===== src/rtl/maze_video_pkg.sv =====
// ---------------------------------------------------------------------------
// maze_video_pkg
// Shared types and constants for the maze video pipeline: the binarizer
// FSM state encoding, pixel width and the two saturated pixel levels, the
// video-sync bundle, and a small 3-input majority helper.
// Also used by the downstream maze path-finder stage.
// ---------------------------------------------------------------------------
package maze_video_pkg;

  localparam int PIX_W = 8;
  localparam logic [PIX_W-1:0] PIX_WHITE = 8'hFF;
  localparam logic [PIX_W-1:0] PIX_BLACK = 8'h00;

  // Binarizer defaults
  localparam logic [PIX_W-1:0] DEFAULT_THR_C  = 8'd150;
  localparam logic [PIX_W-1:0] THR_MIN_C      = 8'd40;
  localparam logic [PIX_W-1:0] THR_MAX_C      = 8'd220;
  localparam logic [PIX_W-1:0] MIN_CONTRAST_C = 8'd32;

  typedef enum logic [1:0] {
    WAIT_IDLE,
    WAIT_FRAME,
    IN_FRAME,
    UPDATE
  } bin_state_e;

  typedef struct packed {
    logic frame_valid;
    logic line_valid;
    logic data_valid;
  } video_sync_t;

  function automatic logic maj3(input logic a, input logic b, input logic c);
    return (a & b) | (a & c) | (b & c);
  endfunction

endpackage


===== src/rtl/maze_binarizer_frame_minmax_stats.sv =====
// ---------------------------------------------------------------------------
// frame_minmax_stats
// Per-frame running min/max of accepted pixels. From them it derives the
// threshold for the next frame and whether the frame had enough contrast.
//
// Ports:
//   clk, reset      : clock, synchronous active-low reset
//   clear           : restart statistics (min=0xFF, max=0x00, nothing seen)
//   sample_en       : fold pix into the running min/max this cycle
//   pix             : pixel value
//   threshold_next  : clamp((min+max)>>1, THR_MIN, THR_MAX)
//   contrast_ok     : at least one pixel seen and (max-min) >= MIN_CONTRAST
// ---------------------------------------------------------------------------
module frame_minmax_stats
  import maze_video_pkg::*;
#(
  parameter logic [7:0] THR_MIN      = THR_MIN_C,
  parameter logic [7:0] THR_MAX      = THR_MAX_C,
  parameter logic [7:0] MIN_CONTRAST = MIN_CONTRAST_C
) (
  input  logic       clk,
  input  logic       reset,
  input  logic       clear,
  input  logic       sample_en,
  input  logic [7:0] pix,
  output logic [7:0] threshold_next,
  output logic       contrast_ok
);

  logic [7:0] min_q, min_d;
  logic [7:0] max_q, max_d;
  logic       seen_q, seen_d;
  logic [7:0] mid;
  logic [8:0] span;

  always_comb begin
    min_d  = min_q;
    max_d  = max_q;
    seen_d = seen_q;
    if (clear) begin
      min_d  = PIX_WHITE;
      max_d  = PIX_BLACK;
      seen_d = 1'b0;
    end else if (sample_en) begin
      if (pix < min_q) min_d = pix;
      if (pix > max_q) max_d = pix;
      seen_d = 1'b1;
    end
  end

  always_ff @(posedge clk) begin
    if (!reset) begin
      min_q  <= PIX_WHITE;
      max_q  <= PIX_BLACK;
      seen_q <= 1'b0;
    end else begin
      min_q  <= min_d;
      max_q  <= max_d;
      seen_q <= seen_d;
    end
  end

  // The sum needs 9 bits (e.g. 200+255); the midpoint is then narrowed back.
  // The span is only meaningful once a pixel has been seen (max >= min).
  always_comb begin
    mid  = 8'(({1'b0, min_q} + {1'b0, max_q}) >> 1);
    span = {1'b0, max_q} - {1'b0, min_q};
    threshold_next = mid;
    if (mid < THR_MIN)      threshold_next = THR_MIN;
    else if (mid > THR_MAX) threshold_next = THR_MAX;
    contrast_ok = seen_q && (span >= {1'b0, MIN_CONTRAST});
  end

endmodule


===== src/rtl/maze_binarizer.sv =====
// ---------------------------------------------------------------------------
// maze_binarizer
// Converts a raw 8-bit grey camera stream into a 0x00/0xFF stream using an
// adaptive threshold. The min/max midpoint of one frame becomes the
// threshold of the next one. Sync signals are delayed to match the data.
//
// Optional feature macro: MAZE_BINARIZER_MAJORITY_EN
//   defined   : causal 3-tap horizontal majority filter after binarization,
//               latency 2 clocks
//   undefined : binarized pixel is output directly, latency 1 clock
//
// Ports:
//   clk, reset                   : clock, synchronous active-low reset
//   video_frame/line/data_valid  : input sync signals
//   video_data_in                : raw grey pixel
//   video_*_valid_out            : sync delayed by the pipeline latency
//   video_data_out               : 0x00 / 0xFF, 0x00 whenever not data-valid
//   threshold                    : threshold currently applied
//   stats_valid                  : one-cycle pulse when frame stats evaluate
//   low_contrast                 : last evaluated frame lacked contrast
// ---------------------------------------------------------------------------
module maze_binarizer
  import maze_video_pkg::*;
#(
  parameter logic [7:0] DEFAULT_THR  = DEFAULT_THR_C,
  parameter logic [7:0] THR_MIN      = THR_MIN_C,
  parameter logic [7:0] THR_MAX      = THR_MAX_C,
  parameter logic [7:0] MIN_CONTRAST = MIN_CONTRAST_C
) (
  input  logic       clk,
  input  logic       reset,
  input  logic       video_frame_valid,
  input  logic       video_line_valid,
  input  logic       video_data_valid,
  input  logic [7:0] video_data_in,
  output logic       video_frame_valid_out,
  output logic       video_line_valid_out,
  output logic       video_data_valid_out,
  output logic [7:0] video_data_out,
  output logic [7:0] threshold,
  output logic       stats_valid,
  output logic       low_contrast
);

  bin_state_e  state_q, state_d;
  logic        frame_valid_q, frame_valid_d;
  logic [7:0]  threshold_q, threshold_d;
  logic        low_contrast_q, low_contrast_d;
  video_sync_t s1_q, s1_d;
  logic        bin1_q, bin1_d;

  logic        frame_rise, frame_fall;
  logic        pass_en, sample_en, stats_clear;
  logic [7:0]  threshold_next;
  logic        contrast_ok;

  frame_minmax_stats #(
    .THR_MIN      (THR_MIN),
    .THR_MAX      (THR_MAX),
    .MIN_CONTRAST (MIN_CONTRAST)
  ) u_stats (
    .clk            (clk),
    .reset          (reset),
    .clear          (stats_clear),
    .sample_en      (sample_en),
    .pix            (video_data_in),
    .threshold_next (threshold_next),
    .contrast_ok    (contrast_ok)
  );

  assign frame_valid_d = video_frame_valid;
  assign frame_rise    = video_frame_valid & ~frame_valid_q;
  assign frame_fall    = ~video_frame_valid & frame_valid_q;

  // Frame FSM. The rise cycle itself already passes through so the first
  // pixels of the frame are not lost. A rise seen during UPDATE is ignored,
  // and because frame_valid_q is then already high that frame is dropped.
  always_comb begin
    state_d     = state_q;
    pass_en     = 1'b0;
    stats_clear = 1'b0;
    case (state_q)
      WAIT_IDLE: begin
        if (!video_frame_valid) state_d = WAIT_FRAME;
      end
      WAIT_FRAME: begin
        if (frame_rise) begin
          state_d = IN_FRAME;
          pass_en = 1'b1;
        end
      end
      IN_FRAME: begin
        pass_en = 1'b1;
        if (frame_fall) state_d = UPDATE;
      end
      UPDATE: begin
        stats_clear = 1'b1;
        state_d     = WAIT_FRAME;
      end
      default: state_d = WAIT_IDLE;
    endcase
  end

  assign sample_en = pass_en & video_data_valid;

  always_comb begin
    threshold_d    = threshold_q;
    low_contrast_d = low_contrast_q;
    if (state_q == UPDATE) begin
      if (contrast_ok) begin
        threshold_d    = threshold_next;
        low_contrast_d = 1'b0;
      end else begin
        low_contrast_d = 1'b1;
      end
    end
  end

  // First pipeline stage: gated sync plus the binarized bit.
  always_comb begin
    s1_d   = '0;
    bin1_d = 1'b0;
    if (pass_en) begin
      s1_d.frame_valid = video_frame_valid;
      s1_d.line_valid  = video_line_valid;
      s1_d.data_valid  = video_data_valid;
      bin1_d           = video_data_valid && (video_data_in > threshold_q);
    end
  end

  always_ff @(posedge clk) begin
    if (!reset) begin
      state_q        <= WAIT_IDLE;
      frame_valid_q  <= 1'b0;
      threshold_q    <= DEFAULT_THR;
      low_contrast_q <= 1'b0;
      s1_q           <= '0;
      bin1_q         <= 1'b0;
    end else begin
      state_q        <= state_d;
      frame_valid_q  <= frame_valid_d;
      threshold_q    <= threshold_d;
      low_contrast_q <= low_contrast_d;
      s1_q           <= s1_d;
      bin1_q         <= bin1_d;
    end
  end

  assign threshold    = threshold_q;
  assign low_contrast = low_contrast_q;
  assign stats_valid  = (state_q == UPDATE);

`ifdef MAZE_BINARIZER_MAJORITY_EN
  video_sync_t s2_q, s2_d;
  logic        out2_q, out2_d;
  logic        hist1_q, hist1_d;
  logic        hist2_q, hist2_d;
  logic [1:0]  cnt_q, cnt_d;

  // Majority over the current and two previous bits of the same line.
  // cnt_q counts pixels already seen in the line (saturating at 2); while
  // fewer than two predecessors exist, the current bit stands in for them,
  // which makes the output equal the current bit.
  always_comb begin
    s2_d    = s1_q;
    out2_d  = 1'b0;
    hist1_d = hist1_q;
    hist2_d = hist2_q;
    cnt_d   = cnt_q;
    if (!s1_q.line_valid) begin
      cnt_d = 2'd0;
    end else if (s1_q.data_valid) begin
      out2_d  = (cnt_q == 2'd2) ? maj3(bin1_q, hist1_q, hist2_q) : bin1_q;
      hist2_d = hist1_q;
      hist1_d = bin1_q;
      if (cnt_q != 2'd2) cnt_d = cnt_q + 2'd1;
    end
  end

  always_ff @(posedge clk) begin
    if (!reset) begin
      s2_q    <= '0;
      out2_q  <= 1'b0;
      hist1_q <= 1'b0;
      hist2_q <= 1'b0;
      cnt_q   <= 2'd0;
    end else begin
      s2_q    <= s2_d;
      out2_q  <= out2_d;
      hist1_q <= hist1_d;
      hist2_q <= hist2_d;
      cnt_q   <= cnt_d;
    end
  end

  assign video_frame_valid_out = s2_q.frame_valid;
  assign video_line_valid_out  = s2_q.line_valid;
  assign video_data_valid_out  = s2_q.data_valid;
  assign video_data_out        = (s2_q.data_valid && out2_q) ? PIX_WHITE : PIX_BLACK;
`else
  assign video_frame_valid_out = s1_q.frame_valid;
  assign video_line_valid_out  = s1_q.line_valid;
  assign video_data_valid_out  = s1_q.data_valid;
  assign video_data_out        = (s1_q.data_valid && bin1_q) ? PIX_WHITE : PIX_BLACK;
`endif

endmodule


===== config.mk =====
export PLATFORM = sky130hd
export DESIGN_NAME = maze_binarizer
export DESIGN_NICKNAME = d
export VERILOG_FILES = /design/src/rtl/maze_video_pkg.sv /design/src/rtl/maze_binarizer_frame_minmax_stats.sv /design/src/rtl/maze_binarizer.sv
export SDC_FILE = /design/constraint.sdc
export NUM_CORES = 1
export LEC_CHECK = 0
export BUFFER_PORTS_ARGS = -buffer_cell sky130_fd_sc_hd__buf_2
export CORE_MARGIN = 10
export CORE_UTILIZATION = 59
export CTS_CLUSTER_DIAMETER = 60
export DETAILED_ROUTE_END_ITERATION = 8
export PLACE_DENSITY = 0.79
export SLEW_MARGIN = 5
export SYNTH_ARGS = -nofsm -noshare
export SYNTH_HDL_FRONTEND = slang
export SYNTH_SLANG_ARGS = --single-unit

===== constraint.sdc =====
create_clock -name clk -period 3.3 [get_ports clk]
set_input_delay 0.165 -clock clk [delete_from_list [all_inputs] [get_ports clk]]
set_output_delay 0.165 -clock clk [all_outputs]
set_load 0.01 [all_outputs]

==> results by group, run 1 <==
Die
  • Core ar.: 0.00435 mm^2
  • Initial Util: 0.612
  • Die area: 0.00760 mm^2
  • Die Y: 87.2 um
  • Die W: 87.2 um
  • Top Ports: 34
  • Site row count: 24

Global routing
  • Grt ovf: 0
  • Largest net degree at the start of global routing: 18
  • First-pass GRT wire length: 10700 um
  • Gr usage total: 0.176
  • Initial antenna violation count: 0
  • Vias in the first global route: 2227

Worst setup path
  • CP Class: reg -> reg
  • Reg2reg path depth: 9
  • R2R Path Start: u_stats.min_q[2]
  • Crit path arrival time: 2990 ps
  • Reg-to-reg slack, setup: 520 ps
  • CP startpoint kind: flip-flop
  • RR Endpoint: threshold[4]
  • Endpoint class of the critical path: flip-flop
  • CP required: 3510 ps
  • Crit-path max FO: 17
  • CP startpoint: u_stats.min_q[2]

STA
  • F_max: 0.360 GHz
  • Period utilization: 0.841
  • Final hold vios: 0
  • # setup viols final: 0
  • Worst-margin pin slew: 703 ps
  • Worst slew margin: 0.524
  • Minimum clock period: 2780 ps
  • Post-route setup TNS: 0 ps
  • RSZ-0062 raised after global routing: false
  • Max Slew Vio Count: 0
  • Fin Clk Skew: 4.26 ps

Status
  • Outcome: finished, final reports clean

Place
  • HPWL after DPL: 5110 um
  • Placed Instances: 389
  • Port buffer count: 33
  • Gpl congestion: 0.868

Clocking
  • H-tree depth: 2
  • Clock Sinks: 33
  • Post-CTS setup buffers: 0
  • CTS max path bufs: 2
  • Cts bufs inserted: 5
  • Hold_buf cts: 0
  • CTS Root Cell: clkbuf_8
  • Worst skew pair latency: 290 ps
  • TritonCTS clock tree: done
  • Clock slew at reported path FFs: 70 ps
  • Post-CTS resize count: 0

Hold path
  • HP Class: in -> reg
  • Hold Path Origin: video_line_valid
  • WHS Path Cells: 3
  • Hold Path Sink: video_line_valid_out

Yosys
  • Async set or reset register ratio after synthesis: 0
  • Gate Count Post-Synth: 317
  • Most area-consuming cells after synthesis: dfxtp_1 (25%), ha_1 (21%), nor2_1 (4.8%)
  • Synth Flop Type: dfxtp_1
  • Number of synthesized flops with an enable pin: 0
  • Yosys top cell area share: 0.248
  • Post-synthesis sequential area ratio: 0.248
  • Synthesized Nets: 376
  • Synthesized cell area: 0.00266 mm^2
  • Distinct cells, synth: 61
  • Syn_area_per_cell: 8.40 um^2
  • Yosys top cell by area: dfxtp_1
  • Synthesized flop and latch total: 33
  • Synth warn: 0

Routing
  • Drt wl/cell: 16.2 um
  • 1st-iter DRT viols: 136
  • Final wirelength: 6450 um
  • Iteration count of the initial detailed-routing pass: 4
  • Total number of vias: 2311
  • Post-route ant nets: 0
  • # DRC: 0
  • Via-per-instance ratio: 5.82

Power and ir drop
  • P_leak: 1.50 nW
  • Worst VDD drop: 0.518 mV
  • P_sw: 0.000591 W
  • Switching Fraction: 0.382
  • Internal: 0.000957 W
  • Register share of total power: 0.323
  • Gate power share: 0.422
  • P per Cell Area: 529 mW/mm^2
  • Clk pwr share: 0.255

Final layout
  • Syn-to-layout area delta: 9.91%
  • Share of cells above drive strength 1: 0.145
  • Leading cell type in the layout, fill and taps excluded: ha_1
  • Final Non-Filler Cells: 397
  • Commonest cells after routing, fill and taps aside: ha_1 (44), nor2_1 (34), inv_1 (33), dfxtp_1 (33), buf_2 (33)
  • Nets: 403
  • Layout fillers: 362
  • Inserted Diodes: 0

Job
  • # Max-Cap Violations: 0
==> power groups by stage <==
| stage | registers [W] | clock network (W) | logic [W] |
|---|---|---|---|
| floorplan | 0.000496 | 0 | 0.000502 |
| global placement | 0.000502 | 0 | 0.000632 |
| detailed placement | 0.000507 | 0 | 0.000648 |
| CTS | 0.000499 | 0.000400 | 0.000652 |
| global route | 0.000506 | 0.000415 | 0.000745 |
| finish | 0.000500 | 0.000394 | 0.000654 |
==> layer usage <==
layer,track usage,wire (um)
met1,0.223,3000
met2,0.285,3170
met3,0.0393,238
met4,0.0652,44
met5,0,0
==> state kept, by name, summed over array words and instances (netlist names) <==
name / cells
state_q: 2
low_contrast: 1
threshold: 8
frame_valid_q: 1
u_stats.max_q: 8
u_stats.min_q: 8
video_frame_valid_out: 1
bin1_q: 1
u_stats.seen_q: 1
video_data_valid_out: 1
video_line_valid_out: 1
==> cell usage after synthesis (5+ instances only) <==
master and number:
buf_4 7, nor2_1 34, nor2b_1 8, a211oi_1 5, nand2b_1 7, nand2_1 19, mux2i_1 9, nand3_1 15
a21oi_1 8, o21ai_0 20, inv_1 33, ha_1 44, dfxtp_1 33
==> worst max path at each step <==
stage | to | slack (ps) | depth (start not counted)
CTS | threshold[4] | 550 | 9
global route | threshold[6] | 360 | 10
finish | threshold[4] | 520 | 9
floorplan | threshold[1] | 800 | 9
detailed placement | threshold[4] | 580 | 9
global placement | threshold[4] | 650 | 9
==> per-stage QoR <==
step	utilization	hold slack (ps)	total power [W]	setup slack, ps	cell area, um^2
detailed placement	0.646	397	0.00116	585	2810
finish	0.672	98.4	0.00155	525	2930
global route	0.672	113	0.00167	360	2930
floorplan	-	288	0.000998	798	2660
CTS	0.672	94.3	0.00155	553	2930
global placement	0.646	385	0.00113	654	2810
==> cell families after synthesis <==
family | Yosys count | synth area share
mux | 9 | 0.0338
compound gates | 71 | 0.199
xor+xnor | 3 | 0.00987
fa+ha+maj | 47 | 0.225
buf+inv | 47 | 0.0803
simple gates | 107 | 0.203
flops | 33 | 0.248
==> final cells by class <==
class	instances	area (um^2)	share of cell area
Clock buffer	7	86.3	0.0295
Clock inverter	1	30.0	0.0103
Inverter	33	124	0.0423
Multi-Input combinational cell	237	1790	0.611
Sequential cell	33	661	0.226
Tap cell	52	65.1	0.0222
Timing Repair Buffer	34	173	0.0590
==> worst max-delay path: stages, from the launching register on <==
cell and delay, ps:
dfxtp_1 380, inv_1 90, ha_1 360, nor2b_1 160
o2111a_1 250, o31a_1 260, o2bb2a_1 320, o22ai_2 510
a21bo_2 290, o211ai_1 80
(Power assumes the default switching activity.)
==> run 2: changes to the inputs <==
==> constraint.sdc (replaced) <==
create_clock -name clk -period 2.6 [get_ports clk]
set_input_delay 0.13 -clock clk [delete_from_list [all_inputs] [get_ports clk]]
set_output_delay 0.13 -clock clk [all_outputs]
set_load 0.01 [all_outputs]
==> run 2 against run 1 <==
Compared with the run above:
- sequential power is 25% higher
- worst setup slack lost 460 ps
- first-iteration DRC count up 54%
- global-route usage is 0.80 points higher
- register-to-register slack worse by 460 ps
- maximum frequency grew 9.3%
- clock skew increased by 3.4 ps
- via count up 4.2%
- hold slack worse by 43 ps
==> results by group, run 2 (same netlist as run 1, synthesis figures left out) <==
Final layout
  • Nets: 411
  • Sequential Area: 663 um^2
  • Layout Utilization: 0.704
  • Footprint of the multi-input gates: 0.00185 mm^2
  • Share of cells above drive strength 1: 0.198
  • Syn-to-layout area delta: 15.1%
  • Leading cell type in the layout, fill and taps excluded: ha_1
  • Layout fillers: 332
  • Commonest cells after routing, fill and taps aside: ha_1 (39), inv_1 (33), buf_2 (33)
  • Inserted Diodes: 0

Power and ir drop
  • Internal: 0.00126 W
  • Clk pwr share: 0.247
  • P_leak: 1.54 nW
  • P per Cell Area: 671 mW/mm^2
  • Register share of total power: 0.305
  • Worst VDD drop: 0.461 mV
  • Gate power share: 0.448
  • Switching Fraction: 0.386
  • P_sw: 0.000795 W

Clocking
  • Cts bufs inserted: 5
  • Clock Sinks: 33
  • CTS Root Cell: clkbuf_8
  • Post-CTS setup buffers: 0
  • Hold_buf cts: 0
  • TritonCTS clock tree: done
  • Clock slew at reported path FFs: 70 ps
  • CTS max path bufs: 2
  • Worst skew pair latency: 290 ps
  • H-tree depth: 2

Worst setup path
  • Crit path arrival time: 2700 ps
  • CP startpoint kind: flip-flop
  • Worst path slowest cell: o41a_1
  • Crit-path max FO: 5
  • Crit-path cells: inv_1 > ha_4 > nor2b_4 > o311a_4 > or3_4 > and2_0 > o41a_1 > o21ai_2 > o221ai_1
  • CP Class: reg -> reg
  • CP required: 2760 ps
  • CP max stage delay: 440 ps
  • Reg2reg path depth: 9
  • Endpoint class of the critical path: flip-flop

Job
  • # Max-Cap Violations: 0

Status
  • Outcome: finished, final reports clean

STA
  • Minimum clock period: 2540 ps
  • Worst slew margin: 0.644
  • RSZ-0062 raised after global routing: true
  • Fin Clk Skew: 7.63 ps
  • Hold slack: 55.5 ps
  • # setup viols final: 0
  • Worst-margin pin slew: 532 ps
  • Final hold vios: 0
  • F_max: 0.394 GHz
  • Max Slew Vio Count: 0
  • Period utilization: 0.977

Die
  • Die W: 87.2 um
  • Die Y: 87.2 um
  • Initial Util: 0.612
  • Core ar.: 0.00435 mm^2
  • Top Ports: 34
  • Site row count: 24
  • Die area: 0.00760 mm^2

Hold path
  • WHS Path Cells: 3
  • HP Class: in -> reg

Place
  • Gpl congestion: 0.883
  • HPWL after DPL: 5240 um
  • Port buffer count: 33

Routing
  • Drt wl/cell: 17.0 um
  • Post-route ant nets: 0
  • 1st-iter DRT viols: 210
  • # DRC: 0
  • Final wirelength: 6900 um
  • Iteration count of the initial detailed-routing pass: 5
  • Total number of vias: 2407
  • Via-per-instance ratio: 5.94

Global routing
  • Initial antenna violation count: 0
  • Vias in the first global route: 2330
  • Largest net degree at the start of global routing: 18
  • First-pass GRT wire length: 11200 um
  • Grt ovf: 0
  • Gr usage total: 0.184
## run 2: cell types whose count changed in the layout (fill, tap and decap cells not counted), sizes merged
| cell | before | now |
|---|---|---|
| buf | 34 | 42 |
## run 2: final timing paths
path	start	end	slack [ps]
min reg2reg	u_stats.min_q[4]	u_stats.min_q[4]	490
min	video_line_valid	video_line_valid_out	60
max	u_stats.min_q[1]	threshold[1]	60
max reg2reg	u_stats.min_q[1]	threshold[1]	60
## run 2: through the flow
step	total power, W	std cells	area, um^2	worst slack, ps	TNS [ps]
2_1_floorplan	0.00127	317	2660	98.3	0
6_report	0.00206	405	3070	60.4	0
3_5_place_dp	0.00149	397	2880	62.0	0
4_1_cts	0.00200	405	3000	49.6	0
3_3_place_gp	0.00147	397	2880	84.0	0
5_1_grt	0.00220	405	3070	-103	-221
## run 2: worst max-delay path, delay by kind of cell (launching register included)
family          cells  cell delay, ps
buf+inv             1              90
flops               1             350
compound gates      4            1100
simple gates        3             580
fa+ha+maj           1             290
## run 2: area by class of cell
class | instances | area share
clock buffers | 7 | 0.0282
clock inverters | 1 | 0.00980
inverters | 33 | 0.0404
multi-input cells | 237 | 0.604
flip-flops and latches | 33 | 0.216
well taps | 52 | 0.0212
repair buffers | 42 | 0.0800
## run 2: layer usage
layer | vias up | track usage | wire [um]
met1 | 1123 | 0.238 | 2980
met5 | - | 0 | 0
met3 | 12 | 0.0375 | 419
met4 | 0 | 0.0565 | 131
met2 | 92 | 0.300 | 3370
li1 | 1180 | - | -
## run 2: repair_timing
action / 4_1_cts / 5_1_grt
endpoints found under the hold margin: 0 / 0
gates resized for setup: 0 / 14
setup endpoints to repair: 0 / 15
## run 2: power groups by stage
stage / registers, W / clock network (W) / logic [W]
final: 0.000627 / 0.000509 / 0.000922
after global routing: 0.000636 / 0.000533 / 0.00103
after CTS: 0.000623 / 0.000511 / 0.000866
after detailed placement: 0.000634 / 0 / 0.000854
after global placement: 0.000631 / 0 / 0.000835
after floorplan: 0.000630 / 0 / 0.000637
==> run 3: changes to the inputs <==
--- a/config.mk
+++ b/config.mk
@@ -5,12 +5,14 @@
 export SDC_FILE = /design/constraint.sdc
 export NUM_CORES = 1
 export LEC_CHECK = 0
+export ABC_AREA = 1
 export BUFFER_PORTS_ARGS = -buffer_cell sky130_fd_sc_hd__buf_2
 export CORE_MARGIN = 10
 export CORE_UTILIZATION = 59
 export CTS_CLUSTER_DIAMETER = 60
 export DETAILED_ROUTE_END_ITERATION = 8
 export PLACE_DENSITY = 0.79
+export SKIP_CTS_REPAIR_TIMING = 1
 export SLEW_MARGIN = 5
 export SYNTH_ARGS = -nofsm -noshare
 export SYNTH_HDL_FRONTEND = slang
==> run 3 against run 2 <==
Compared with the run above:
- first-iteration DRC count is 45% lower
- maximum frequency is 19% higher
- sequential power is 3.5% higher
- synthesized area is 5.1% higher
- clock power is 2% lower
- die area is 3.9% higher
- non-clock buffer count is 8 lower
- final cell count is 20% higher
- total power is 14% higher
- register-to-register slack better by 400 ps
- critical endpoint is now threshold[7]
- largest cell class unchanged
- largest power group unchanged
==> results by group, run 3 <==
STA
  • Period utilization: 0.822
  • Final hold vios: 0
  • Minimum clock period: 2140 ps
  • Max Slew Vio Count: 0
  • # setup viols final: 0
  • Worst-margin pin slew: 413 ps
  • Worst slew margin: 0.724
  • Post-route setup TNS: 0 ps
  • Fin Clk Skew: 11.7 ps
  • F_max: 0.468 GHz
  • RSZ-0062 raised after global routing: false

Worst setup path
  • Worst path bufs/invs: 3
  • Crit-path max FO: 11
  • Worst path slowest cell: fa_1
  • CP required: 2760 ps
  • Endpoint class of the critical path: flip-flop
  • CP startpoint kind: flip-flop
  • Crit-path cells: inv_1 > ha_1 > fa_1 > inv_1 > nand2_1 > nand4_1 > nand2_1 > nor2_1 > nand2_1 > nand2_2 > inv_2 > nand2_1 > nand3_1
  • CP delay by family, top: simple AND/OR/NAND/NOR gates
  • Most frequent CP cell: nand2_1
  • Crit path arrival time: 2300 ps
  • CP Class: reg -> reg
  • CP max stage delay: 420 ps

Final layout
  • Final Non-Filler Cells: 486
  • Layout Utilization: 0.679
  • Leading cell type in the layout, fill and taps excluded: nand2_1
  • Layout fillers: 404
  • Share of cells above drive strength 1: 0.143
  • Fin area: 0.00304 mm^2
  • Inserted Diodes: 0
  • Nets: 492
  • Commonest cells after routing, fill and taps aside: nand2_1 (96), inv_1 (58), ha_1 (44)
  • Syn-to-layout area delta: 8.58%

Place
  • Gpl congestion: 0.886
  • Placed Instances: 478
  • Port buffer count: 33
  • HPWL after DPL: 5590 um
  • Placed Area: 0.00292 mm^2

Yosys
  • Synth warn: 0
  • Gate Count Post-Synth: 406
  • Most common cell in the synthesized netlist: nand2_1
  • Largest family of logic cells by synthesized area: simple AND/OR/NAND/NOR gates
  • Most area-consuming cells after synthesis: dfxtp_1 (24%), ha_1 (20%), nand2_1 (13%)
  • Distinct cells, synth: 39
  • Area fraction in compound gates after synthesis: 0.115
  • Post-synthesis sequential area ratio: 0.236
  • Post-synthesis xor/xnor area fraction: 0.00313
  • Post-synthesis mux area share: 0
  • Synthesized flop and latch total: 33
  • Yosys top cell area share: 0.236
  • Synthesized cell area: 0.00280 mm^2
  • Post-synthesis simple-gate area fraction: 0.307
  • Synth Flop Type: dfxtp_1
  • Synthesized Nets: 465
  • Async set or reset register ratio after synthesis: 0
  • Synth cell count leaders: nand2_1 (96), inv_1 (58), ha_1 (44)
  • Syn_area_per_cell: 6.89 um^2
  • Yosys top cell by area: dfxtp_1
  • Number of synthesized flops with an enable pin: 0
  • Adder-cell share of the synthesized area: 0.211

Routing
  • Iteration count of the initial detailed-routing pass: 4
  • Via-per-instance ratio: 5.29
  • Final wirelength: 6820 um
  • Total number of vias: 2573
  • Drt wl/cell: 14.0 um
  • 1st-iter DRT viols: 115
  • Post-route ant nets: 0
  • # DRC: 0

Clocking
  • Cts bufs inserted: 5
  • CTS Root Cell: clkbuf_8
  • H-tree depth: 2
  • Clock Sinks: 33
  • CTS max path bufs: 2
  • Worst skew pair latency: 290 ps
  • TritonCTS clock tree: done
  • Clock slew at reported path FFs: 80 ps

Global routing
  • Gr usage total: 0.182
  • Initial antenna violation count: 0
  • Largest net degree at the start of global routing: 18
  • First-pass GRT wire length: 11400 um
  • Vias in the first global route: 2482
  • Grt ovf: 0

Power and ir drop
  • P_leak: 1.68 nW
  • P per Cell Area: 774 mW/mm^2
  • Worst VDD drop: 0.559 mV

Hold path
  • HP Class: in -> reg

Job
  • # Max-Cap Violations: 0

Die
  • Die area: 0.00790 mm^2
  • Top Ports: 34
  • Die W: 88.9 um
  • Core ar.: 0.00447 mm^2
  • Site row count: 24
  • Initial Util: 0.626
  • Die Y: 88.9 um

Status
  • Outcome: finished, final reports clean
[run 3: changes by cell type after synthesis, moves of 7 or more]
cell | before | now
nand3_1 | 15 | 28
nor2b_1 | 8 | 0
nand4_1 | 4 | 12
a21oi_1 | 8 | 20
inv_1 | 33 | 58
nand2_1 | 19 | 96
mux2i_1 | 9 | 0
nand2b_1 | 7 | 0
[run 3: worst paths after layout]
kind	startpoint	to	slack, ps	cells past startpoint
min reg2reg	threshold[3]	threshold[3]	490	2
min	video_frame_valid	frame_valid_q	60	3
max	u_stats.max_q[0]	threshold[7]	460	13
max reg2reg	u_stats.max_q[0]	threshold[7]	460	13
[run 3: final cells by class]
| cell class | count | area, um^2 | share of cell area |
|---|---|---|---|
| clock inverter | 1 | 30.0 | 0.00988 |
| timing repair buffer | 34 | 173 | 0.0568 |
| clock buffer | 7 | 86.3 | 0.0284 |
| sequential | 33 | 661 | 0.217 |
| inverter | 65 | 245 | 0.0807 |
| tap | 52 | 65.1 | 0.0214 |
| multi-input combinational | 294 | 1780 | 0.585 |
[run 3: power by group]
group	switching (W)	internal, W
Combinational	0.000775	0.000428
Clock	0.000187	0.000312
Sequential	0.0000704	0.000579
Total	0.00103	0.00132
[run 3: cell families (layout without fill, tap and decap cells)]
family / count (synthesis) / in the layout
flops: 33 / 33
xor+xnor: 1 / 1
fa+ha+maj: 46 / 46
compound gates: 54 / 54
buf+inv: 79 / 107
simple gates: 193 / 193
[run 3: per-stage QoR]
step	total power, W	worst slack [ps]	hold slack, ps
4_1_cts	0.00236	462	55.3
5_1_grt	0.00259	216	84.4
3_3_place_gp	0.00181	477	356
2_1_floorplan	0.00160	774	242
6_report	0.00235	462	62.8
3_5_place_dp	0.00185	490	358
[run 3: metal layers]
layer  up-vias  global-route usage  wire length [um]
li1       1346                   -                 -
met1      1160               0.227              3030
met2        56               0.302              3370
met3        11              0.0331               328
met4         0              0.0749                91
met5         -                   0                 0
[run 3: worst reg2reg max path, cell delays in order (launching register included)]
cell and delay, ps:
dfxtp_1 400, inv_1 70, ha_1 230, fa_1 420, inv_1 70, nand2_1 70, nand4_1 80, nand2_1 60
nor2_1 100, nand2_1 100, nand2_2 200, inv_2 80, nand2_1 70, nand3_1 70
